### config.mk
export PLATFORM = sky130hd
export DESIGN_NAME = tank_motion_ctrl
export DESIGN_NICKNAME = d
export VERILOG_FILES = /design/src/rtl/tank_pkg.sv /design/src/rtl/tank_key_decode.sv /design/src/rtl/tank_motion_ctrl.sv
export SDC_FILE = /design/constraint.sdc
export NUM_CORES = 1
export LEC_CHECK = 0
export CORE_ASPECT_RATIO = 1.5
export CORE_MARGIN = 10
export CORE_UTILIZATION = 60
export DETAILED_ROUTE_END_ITERATION = 7
export GPL_ROUTABILITY_DRIVEN = 0
export PLACE_DENSITY = 0.88
export SKIP_CTS_REPAIR_TIMING = 1
export SLEW_MARGIN = 20
export SYNTH_ARGS = -nofsm -noshare
export SYNTH_HDL_FRONTEND = slang
export SYNTH_SLANG_ARGS = --single-unit
### constraint.sdc
create_clock -name frame_clk -period 9.3 [get_ports frame_clk]
set_input_delay 1.395 -clock frame_clk [delete_from_list [all_inputs] [get_ports frame_clk]]
set_output_delay 1.395 -clock frame_clk [all_outputs]
set_load 0.02 [all_outputs]
### src/rtl/tank_pkg.sv
// tank_pkg: shared controller state, HID key codes, pressed-vector and wall bit indices
package tank_pkg;
  typedef enum logic [1:0] {DRIVE, BUMP, DEAD, HOLD} state_t;
  localparam logic [7:0] HID_UP = 8'h52;
  localparam logic [7:0] HID_DN = 8'h51;
  localparam logic [7:0] HID_RT = 8'h50;
  localparam logic [7:0] HID_LT = 8'h4F;
  localparam logic [7:0] HID_FIRE = 8'h2C;
  localparam int K_UP = 0;
  localparam int K_DN = 1;
  localparam int K_RT = 2;
  localparam int K_LT = 3;
  localparam int K_FIRE = 4;
  localparam int W_LEFT = 0;
  localparam int W_RIGHT = 1;
  localparam int W_TOP = 2;
  localparam int W_BOTTOM = 3;
  localparam logic [9:0] TANK_SIZE = 10'd10;
endpackage

### src/rtl/tank_key_decode.sv
// tank_key_decode: flags each control key present in any of the four HID key bytes
module tank_key_decode
  import tank_pkg::*;
(
  input  logic [31:0] keycode,
  input  logic [7:0]  code_up,
  input  logic [7:0]  code_dn,
  input  logic [7:0]  code_rt,
  input  logic [7:0]  code_lt,
  input  logic [7:0]  code_fire,
  output logic [4:0]  pressed
);
  function automatic logic held(input logic [31:0] kc, input logic [7:0] c);
    return kc[7:0] == c || kc[15:8] == c || kc[23:16] == c || kc[31:24] == c;
  endfunction
  always_comb begin
    pressed = '0;
    pressed[K_UP] = held(keycode, code_up);
    pressed[K_DN] = held(keycode, code_dn);
    pressed[K_RT] = held(keycode, code_rt);
    pressed[K_LT] = held(keycode, code_lt);
    pressed[K_FIRE] = held(keycode, code_fire);
  end
endmodule

### src/rtl/tank_motion_ctrl.sv
// tank_motion_ctrl: per-player tank drive/rotate, wall bump-back, fire cooldown and hit/round handling
module tank_motion_ctrl
  import tank_pkg::*;
#(
  parameter int         FRAC_BITS   = 3,
  parameter int         POS_W       = 13,
  parameter logic [6:0] SPEED       = 7'd16,
  parameter int         ANGLE_STEPS = 45,
  parameter int         BUMP_FRAMES = 4,
  parameter int         FIRE_CD     = 16,
  parameter int         SPAWN_X     = 300,
  parameter int         SPAWN_Y     = 250,
  parameter int         SPAWN_ANG   = 0,
  parameter logic [7:0] KEY_UP      = HID_UP,
  parameter logic [7:0] KEY_DN      = HID_DN,
  parameter logic [7:0] KEY_RT      = HID_RT,
  parameter logic [7:0] KEY_LT      = HID_LT,
  parameter logic [7:0] KEY_FIRE    = HID_FIRE,
  parameter int         X_MAX       = 629,
  parameter int         Y_MAX       = 469
) (
  input  logic             frame_clk,
  input  logic             Reset,
  input  logic [1:0]       game_end,
  input  logic             hit,
  input  logic [31:0]      keycode,
  input  logic [3:0]       wall,
  input  logic [7:0]       sin,
  input  logic [7:0]       cos,
  output logic [9:0]       tank_x,
  output logic [9:0]       tank_y,
  output logic [9:0]       tank_s,
  output logic [POS_W-1:0] step_x,
  output logic [POS_W-1:0] step_y,
  output logic [5:0]       angle,
  output logic             shoot,
  output logic             dead
);
  localparam int CD_W = $clog2(FIRE_CD + 1);
  localparam int BC_W = $clog2(BUMP_FRAMES + 1);
  localparam int N_W = POS_W + 2;
  localparam logic [POS_W-1:0] HOME_X = POS_W'(SPAWN_X << FRAC_BITS);
  localparam logic [POS_W-1:0] HOME_Y = POS_W'(SPAWN_Y << FRAC_BITS);
  localparam logic [POS_W-1:0] TOP_X = POS_W'(X_MAX << FRAC_BITS);
  localparam logic [POS_W-1:0] TOP_Y = POS_W'(Y_MAX << FRAC_BITS);
  localparam logic signed [N_W-1:0] LIM_X = N_W'((X_MAX + 1) << FRAC_BITS);
  localparam logic signed [N_W-1:0] LIM_Y = N_W'((Y_MAX + 1) << FRAC_BITS);
  localparam logic [5:0] ANG_LAST = 6'(ANGLE_STEPS - 1);
  localparam logic [5:0] ANG_HOME = 6'(SPAWN_ANG);
  state_t state;
  logic [POS_W-1:0] pos_x, pos_y, bump_x, bump_y, fwd_x, fwd_y, mv_x, mv_y, nx_x, nx_y;
  logic [BC_W-1:0] bump_cnt;
  logic [CD_W-1:0] cd;
  logic [6:0] mag_x, mag_y;
  logic [4:0] pressed;
  logic fire_prev, fire_rise, up, dn, rt, lt, turn_ok;
  tank_key_decode u_keys (
    .keycode  (keycode),
    .code_up  (KEY_UP),
    .code_dn  (KEY_DN),
    .code_rt  (KEY_RT),
    .code_lt  (KEY_LT),
    .code_fire(KEY_FIRE),
    .pressed  (pressed)
  );
  // Anything below pixel 0 pins to 0; any pixel past the max pins to the max pixel with zero fraction.
  function automatic logic [POS_W-1:0] clamp(input logic [POS_W-1:0] p, s, top,
                                             input logic signed [N_W-1:0] lim);
    logic signed [N_W-1:0] n;
    n = $signed({2'b00, p}) + $signed({{2{s[POS_W-1]}}, s});
    return n[N_W-1] ? '0 : (n >= lim) ? top : n[POS_W-1:0];
  endfunction
  always_comb begin
    mag_x = 7'(({7'd0, SPEED} * {7'd0, cos[6:0]}) >> 7);
    mag_y = 7'(({7'd0, SPEED} * {7'd0, sin[6:0]}) >> 7);
    fwd_x = cos[7] ? -POS_W'(mag_x) : POS_W'(mag_x);
    fwd_y = sin[7] ? POS_W'(mag_y) : -POS_W'(mag_y);
    up = pressed[K_UP];
    dn = pressed[K_DN] & ~up;
    rt = pressed[K_RT] & ~pressed[K_UP] & ~pressed[K_DN];
    lt = pressed[K_LT] & ~pressed[K_RT] & ~pressed[K_UP] & ~pressed[K_DN];
    mv_x = up ? fwd_x : dn ? -fwd_x : '0;
    mv_y = up ? fwd_y : dn ? -fwd_y : '0;
    turn_ok = state == DRIVE && wall == '0;
    nx_x = state == BUMP ? bump_x : turn_ok ? mv_x : '0;
    nx_y = state == BUMP ? bump_y : turn_ok ? mv_y : '0;
    fire_rise = pressed[K_FIRE] & ~fire_prev;
  end
  assign tank_x = pos_x[POS_W-1:FRAC_BITS];
  assign tank_y = pos_y[POS_W-1:FRAC_BITS];
  assign tank_s = TANK_SIZE;
  always_ff @(posedge frame_clk or posedge Reset) begin
    if (Reset) begin
      state <= DRIVE;
      pos_x <= HOME_X;
      pos_y <= HOME_Y;
      angle <= ANG_HOME;
      step_x <= '0;
      step_y <= '0;
      bump_x <= '0;
      bump_y <= '0;
      bump_cnt <= '0;
      cd <= '0;
      fire_prev <= 1'b0;
      shoot <= 1'b0;
      dead <= 1'b0;
    end else begin
      fire_prev <= pressed[K_FIRE];
      shoot <= 1'b0;
      step_x <= '0;
      step_y <= '0;
      cd <= cd == '0 ? cd : cd - CD_W'(1);
      if (game_end != 2'b00) begin
        state <= HOLD;
        pos_x <= HOME_X;
        pos_y <= HOME_Y;
        angle <= ANG_HOME;
        dead <= 1'b0;
        cd <= '0;
      end else if (state == HOLD) begin
        state <= DRIVE;
      end else if (hit || state == DEAD) begin
        state <= DEAD;
        dead <= 1'b1;
      end else begin
        pos_x <= clamp(pos_x, nx_x, TOP_X, LIM_X);
        pos_y <= clamp(pos_y, nx_y, TOP_Y, LIM_Y);
        step_x <= nx_x;
        step_y <= nx_y;
        if (fire_rise && cd == '0) begin
          shoot <= 1'b1;
          cd <= CD_W'(FIRE_CD);
        end
        if ({1'b0, angle} >= 7'(ANGLE_STEPS))
          angle <= '0;
        else if (turn_ok && rt)
          angle <= angle == ANG_LAST ? '0 : angle + 6'd1;
        else if (turn_ok && lt)
          angle <= angle == '0 ? ANG_LAST : angle - 6'd1;
        // Wall contact while driving latches the reverse of the attempted step for the bump-back.
        if (state == BUMP) begin
          bump_cnt <= bump_cnt - BC_W'(1);
          if (bump_cnt <= BC_W'(1)) state <= DRIVE;
        end else if (wall != '0 && (up || dn)) begin
          state <= BUMP;
          bump_x <= -mv_x;
          bump_y <= -mv_y;
          bump_cnt <= BC_W'(BUMP_FRAMES);
        end
      end
    end
  end
endmodule

Word-level counts from Yosys, hierarchy flattened
Index checks and enable logic that the tools add are counted.

Output and inout bits: 64. Input port bits: 57. Logic and storage cells: 163. Bits in registers: 97.

$add $sub $neg: 12. Reductions and logical operators: 38. Equal/unequal tests: 27. Muxes and demuxes: 54. Magnitude comparators: 4. Bitwise gates (word level): 15.

Operator list (number): 13-bit 2-to-1 mux (26); 8-bit by 7-bit == test with 1-bit output (second input constant) (16); 13-bit negator (4); 6-bit 2-to-1 mux (8); 8-bit by 6-bit == test with 1-bit output (second input constant) (4); 14-bit by 13-bit adder with 15-bit output (2); 4-bit negator with 13-bit output (2); 5-bit 2-to-1 mux (5); 1-bit logical OR (17); 15-bit by 13-bit greater-or-equal comparator with 1-bit output (second input constant) (1); 15-bit by 14-bit greater-or-equal comparator with 1-bit output (second input constant) (1); 2-bit 2-to-1 mux (6); 1-bit NOT (8); 4-bit nonzero test (2); 1-bit bitwise AND (7); 1-bit 2-to-1 mux (7); 6-bit by 1-bit adder with 6-bit output (second input constant) (1); 6-bit == test (second input constant) (1); 6-bit greater-or-equal comparator (second input constant) (1); 6-bit zero test (1); 3-bit 2-to-1 mux (2); 2-bit AND reduction (3); 2-bit nonzero test (3); 6-bit by 1-bit subtractor with 6-bit output (second input constant) (1); other kinds (15) (21).

Depth between registers and ports, before layout
Depth in word-level cells: 17. Depth in mapped cells: 20. Mapped depth without buffers: 18.

Hierarchy
A second synthesis with hierarchy kept.

Cells, all modules: 1099. Area total of the unflattened synthesis: 9193.8 µm².

Modules (own cells, without submodules): tank_motion_ctrl (area an instance 7199.4 µm², cells an instance 842, seq. area each 2439.8 µm², times used 1); tank_key_decode (area an instance 1994.4 µm², cells an instance 257, seq. area each 0.0 µm², times used 1).

Worst setup path after synthesis
OpenSTA, ideal clock, no wires.

Path type: in2reg. Start: in cos[3]. End: reg pos_x[1]. Arrival time: 5.432 ns. Library setup time: 0.068 ns. Buffers on the path: 2. Setup slack: 3.800 ns. Stages on the path: 19. Required time: 9.232 ns. Cells stage by stage: clkbuf_1 nor3_1 ha_1 nand2_1 o21ai_0 nor4b_2 nor3_1 a21oi_1 o22ai_1 a22o_1 ha_1 clkbuf_1 o211ai_1 a21oi_1 o21ai_0 a311oi_1 a31oi_1 o31ai_2 a32o_1.

Cells in the longest elaborated chain, start to end: 14.

RTL lines: start, declared (RTL line tank_motion_ctrl.sv:29) `input logic [7:0] cos,`; 4-bit negator with 13-bit output (RTL line tank_motion_ctrl.sv:76) `fwd_x = cos[7] ? -POS_W'(mag_x) : POS_W'(mag_x);`; 13-bit 2-to-1 mux (*) (RTL line tank_motion_ctrl.sv:76); 13-bit negator (RTL line tank_motion_ctrl.sv:82) `mv_x = up ? fwd_x : dn ? -fwd_x : '0;`; 13-bit 2-to-1 mux (RTL line tank_motion_ctrl.sv:82); 13-bit 2-to-1 mux (*) (RTL line tank_motion_ctrl.sv:82); 13-bit 2-to-1 mux (*) (2 in a row) (RTL line tank_motion_ctrl.sv:85) `nx_x = state == BUMP ? bump_x : turn_ok ? mv_x : '0;`; 14-bit by 13-bit adder with 15-bit output (*) (RTL line tank_motion_ctrl.sv:70) `n = $signed({2'b00, p}) + $signed({{2{s[POS_W-1]}}, s});`; 15-bit by 14-bit greater-or-equal comparator with 1-bit output (RTL line tank_motion_ctrl.sv:71) `return n[N_W-1] ? '0 : (n >= lim) ? top : n[POS_W-1:0];`; 13-bit 2-to-1 mux (RTL line tank_motion_ctrl.sv:71); 13-bit 2-to-1 mux (*) (RTL line tank_motion_ctrl.sv:71); 13-bit 2-to-1 mux (*) (RTL line tank_motion_ctrl.sv:122) `end else if (hit || state == DEAD) begin`; 13-bit 2-to-1 mux (*) (RTL line tank_motion_ctrl.sv:120) `end else if (state == HOLD) begin`; 13-bit 2-to-1 mux (*) (RTL line tank_motion_ctrl.sv:113) `if (game_end != 2'b00) begin`; end signal, assigned (RTL line tank_motion_ctrl.sv:126) `pos_x <= clamp(pos_x, nx_x, TOP_X, LIM_X);`; end, declared (RTL line tank_motion_ctrl.sv:51) `logic [POS_W-1:0] pos_x, pos_y, bump_x, bump_y, fwd_x, fwd_y, mv_x, mv_y, nx_x, nx_y;`.

Mark *: on every way between the ends. The rest lies on a longest branch, timed or not. The select of a mux whose other input is x is not followed. A chain may end at the register's enable or synchronous reset.

Final worst setup path
Ends and elaborated chain as after synthesis.

==> results_dict.tcl <==
set metrics [dict create \
    clk_pin_slew_ps 70 \
    finalSetupViolations 0 \
    die_width_um 112 \
    clockRootBuffer "clkbuf_16" \
    powerDensity_mw_per_mm2 121 \
    rows 50 \
    syn_avg_cell_area_um2 8.49 \
    totalNegativeSetupSlack_ps 0 \
    ys_async_sr_fraction_pct 100 \
    r2r-start "state[1]" \
    syn_area_mm2 0.00770 \
    nFillCells 970 \
    nets 1078 \
    hold_start "bump_y[1]" \
    clkSinkCount 97 \
    reg2regPathDepth 13 \
    irDropWorstVdd_v 0.0000782 \
    maxSlewHeadroom_pct 31.2 \
    crit_path_end_kind "register" \
    antenna_cells 0 \
    boundaryPins 121 \
    finalClockSkew_ps 10.9 \
    post-place-cells 1118 \
    synth.distinct_cells 89 \
    rsz0062_at_grt "no" \
    die_area_mm2 0.0179 \
    ys_ff_latch 97 \
    coreArea_mm2 0.0125 \
    period_needed_ps 6800 \
    min_path_cells 2 \
    dp_hpwl_um 15900 \
    crit_type "in -> reg" \
    grt_pass1_wl_um 34700 \
    p_leak_nw 4.02 \
    grt_max_degree 67 \
    drv_slew 0 \
    rrSetupSlack_ps 4980 \
    grt_antenna_before_repair 0 \
    cts_buffers 9 \
    htree_levels 3 \
    grt_pass1_vias 7286 \
    utilization_pct 71.8 \
    arrival_ps 7090 \
    reg2reg_to "pos_x[1]" \
    floorplan.initialDensity_pct 61.5 \
    area_delta_synth_final_pct 16.7 \
    cts_tree "built" \
    hold_end "bump_y[1]" \
    die_h_um 159 \
    wl_um 21100 \
    synth-edff-count 0 \
    multi_input_area_mm2 0.00478 \
    ys_seq_area_share_pct 31.7 \
    synthCells 906 \
    status "finished, final reports clean" \
    clk_latency_ps 360 \
    grt.total_usage_pct 22.8 \
    yosys.area.top_type "dfrtp_1" \
    fin_crit_sh_pct 73.1 \
    vias 7341 \
    path_max_fanout 9 \
    synth-main-ff-cell "dfrtp_1" \
    vias_per_cell 6.47 \
    ys_warn_count 0 \
    drt_iter0_drc 534 \
    worstSetupStartpointType "input pin" \
    drc 0 \
    dpl_cell_area_mm2 0.00868 \
    dr.pass1.iters 6 \
    synth_top_cell_area_share_pct 28.3 \
    final_layout_size_suffix_gt1_share_pct 6.75 \
    required_ps 9590 \
    hold_violations 0 \
    drv_cap 0 \
    ant_nets 0 \
    synth_area_leaders "dfrtp_1 28%, ha_1 7.5%, nand2_1 5.7%, dfstp_2 3.4%, nor2_1 3.3%" \
    grt_overflow 0 \
    fmax_ghz 0.147 \
    stdcell_count 1134 \
    tightest_slew_ps 1010 \
    io_buffers 104 \
    ff_latch_area_mm2 0.00244 \
    clk_path_buf_depth 2 \
    hp-class "reg -> reg" \
    design_area_mm2 0.00898 \
    detail_route.wl_per_cell_um 18.6 \
]
[critical path, cell delays in order]
cell and delay, ps:
clkdlybuf4s50_1 590, inv_1 190, ha_1 270, nand2b_1 170, o21ai_1 470, nor4b_2 540, nor3_1 100, a21oi_1 150
o22ai_1 130, a22o_1 290, ha_1 420, o211ai_1 160, a21oi_1 160, o21ai_0 180, a311oi_1 430, a31oi_1 300
o31ai_2 870, a32o_1 290
[worst max path at each step]
| stage | end | depth (start not counted) | startpoint | slack [ps] |
|---|---|---|---|---|
| after floorplan | pos_x[1] | 19 | cos[3] | 3800 |
| after global placement | pos_x[2] | 18 | cos[3] | 2490 |
| after global routing | pos_y[2] | 18 | sin[3] | 2280 |
| after detailed placement | pos_x[1] | 18 | cos[3] | 2440 |
| final | pos_x[1] | 18 | cos[3] | 2500 |
| after CTS | pos_x[1] | 18 | cos[3] | 2770 |
[area by class of cell]
cell class | count | share of cell area [%]
flip-flops and latches | 97 | 27.2
repair buffers | 113 | 12.3
multi-input cells | 713 | 53.2
clock inverters | 7 | 0.905
inverters | 39 | 1.71
clock buffers | 9 | 2.51
well taps | 156 | 2.17
[report_power, final]
part           internal (mW)  switching (mW)
clock                  0.214           0.183
combinational          0.102           0.130
sequential             0.440          0.0207
total                  0.756           0.334
[cells by family (layout without fill, tap and decap cells)]
family / count (synthesis) / after routing / share of synthesized area, %
DFF: 97 / 97 / 31.7
adders and majority gates: 48 / 48 / 8.00
and+or+nand+nor: 343 / 343 / 22.8
muxes: 11 / 11 / 1.48
AOI/OAI and AO/OA: 257 / 257 / 24.0
other: 2 / 10 / 0.0976
xor gates and xnor gates: 44 / 44 / 5.25
buffers and inverters: 104 / 168 / 6.67
[cells in the final DEF (no fill, tap or decap), types with 10 or more instances in the layout]
cell             Yosys  routed
nand2_1            116     116
dfstp_2             10      10
a21oi_1             45      45
conb_1               2      10
dfrtp_1             87      87
ha_1                46      46
xor2_1              18      18
nand3_1             17      17
clkdlybuf4s50_1      0     104
inv_1               38      37
a211oi_1            14      14
a22o_1              14      14
nand4b_1            11      11
o21ai_0             40      40
nor2_1              67      67
a21o_1              19      19
nand4_1             11      11
xnor2_1             25      25
a31oi_1             14      14
nor3_1              26      25
o31ai_1             13      13
and2_1              29      29
and3_1              10      10
[Yosys cell counts (4+ instances only)]
library cell	count
nand2b_1	8
nand3_1	17
nor3b_1	5
clkbuf_1	30
a32o_1	6
a21o_1	19
dfstp_2	10
xnor2_1	25
dfrtp_1	87
mux2i_1	8
nand4_1	11
ha_1	46
inv_1	38
nor2b_1	8
a21oi_1	45
and3_1	10
a31oi_1	14
o41ai_1	7
and2_1	29
o21ai_0	40
o211ai_1	9
nor2_1	67
o21ai_1	7
o21a_1	5
o31ai_1	13
xor2_1	18
nor4b_2	4
nand2_1	116
o32a_1	4
o22ai_1	6
nand4b_1	11
nor3_1	26
nor4_1	5
or3b_1	4
a22oi_1	4
or2_2	5
nand3b_1	4
buf_4	30
a22o_1	14
a211oi_1	14
[sequential cells by signal (all words and copies together), names as in the netlist]
signal     count
bump_y        13
angle          6
bump_x        13
step_x        13
bump_cnt       3
dead           1
pos_y         13
state          2
step_y        13
pos_x         13
shoot          1
fire_prev      1
cd             5
[stage by stage]
step / hold slack [ps] / setup slack [ps] / power, mW
CTS: 480 / 2770 / 1.09
floorplan: 442 / 3800 / 0.633
detailed placement: 463 / 2440 / 0.699
global route: 504 / 2280 / 1.14
finish: 481 / 2500 / 1.09
global placement: 458 / 2490 / 0.692
[layer usage]
metal	vias up	track usage, %	routed length [um]
met1	3507	24.8	8020
met2	341	39.7	10600
met3	80	5.50	1520
li1	3413	-	-
met4	0	11.9	982
met5	-	0	0
Power figures use the tool's default switching activity.
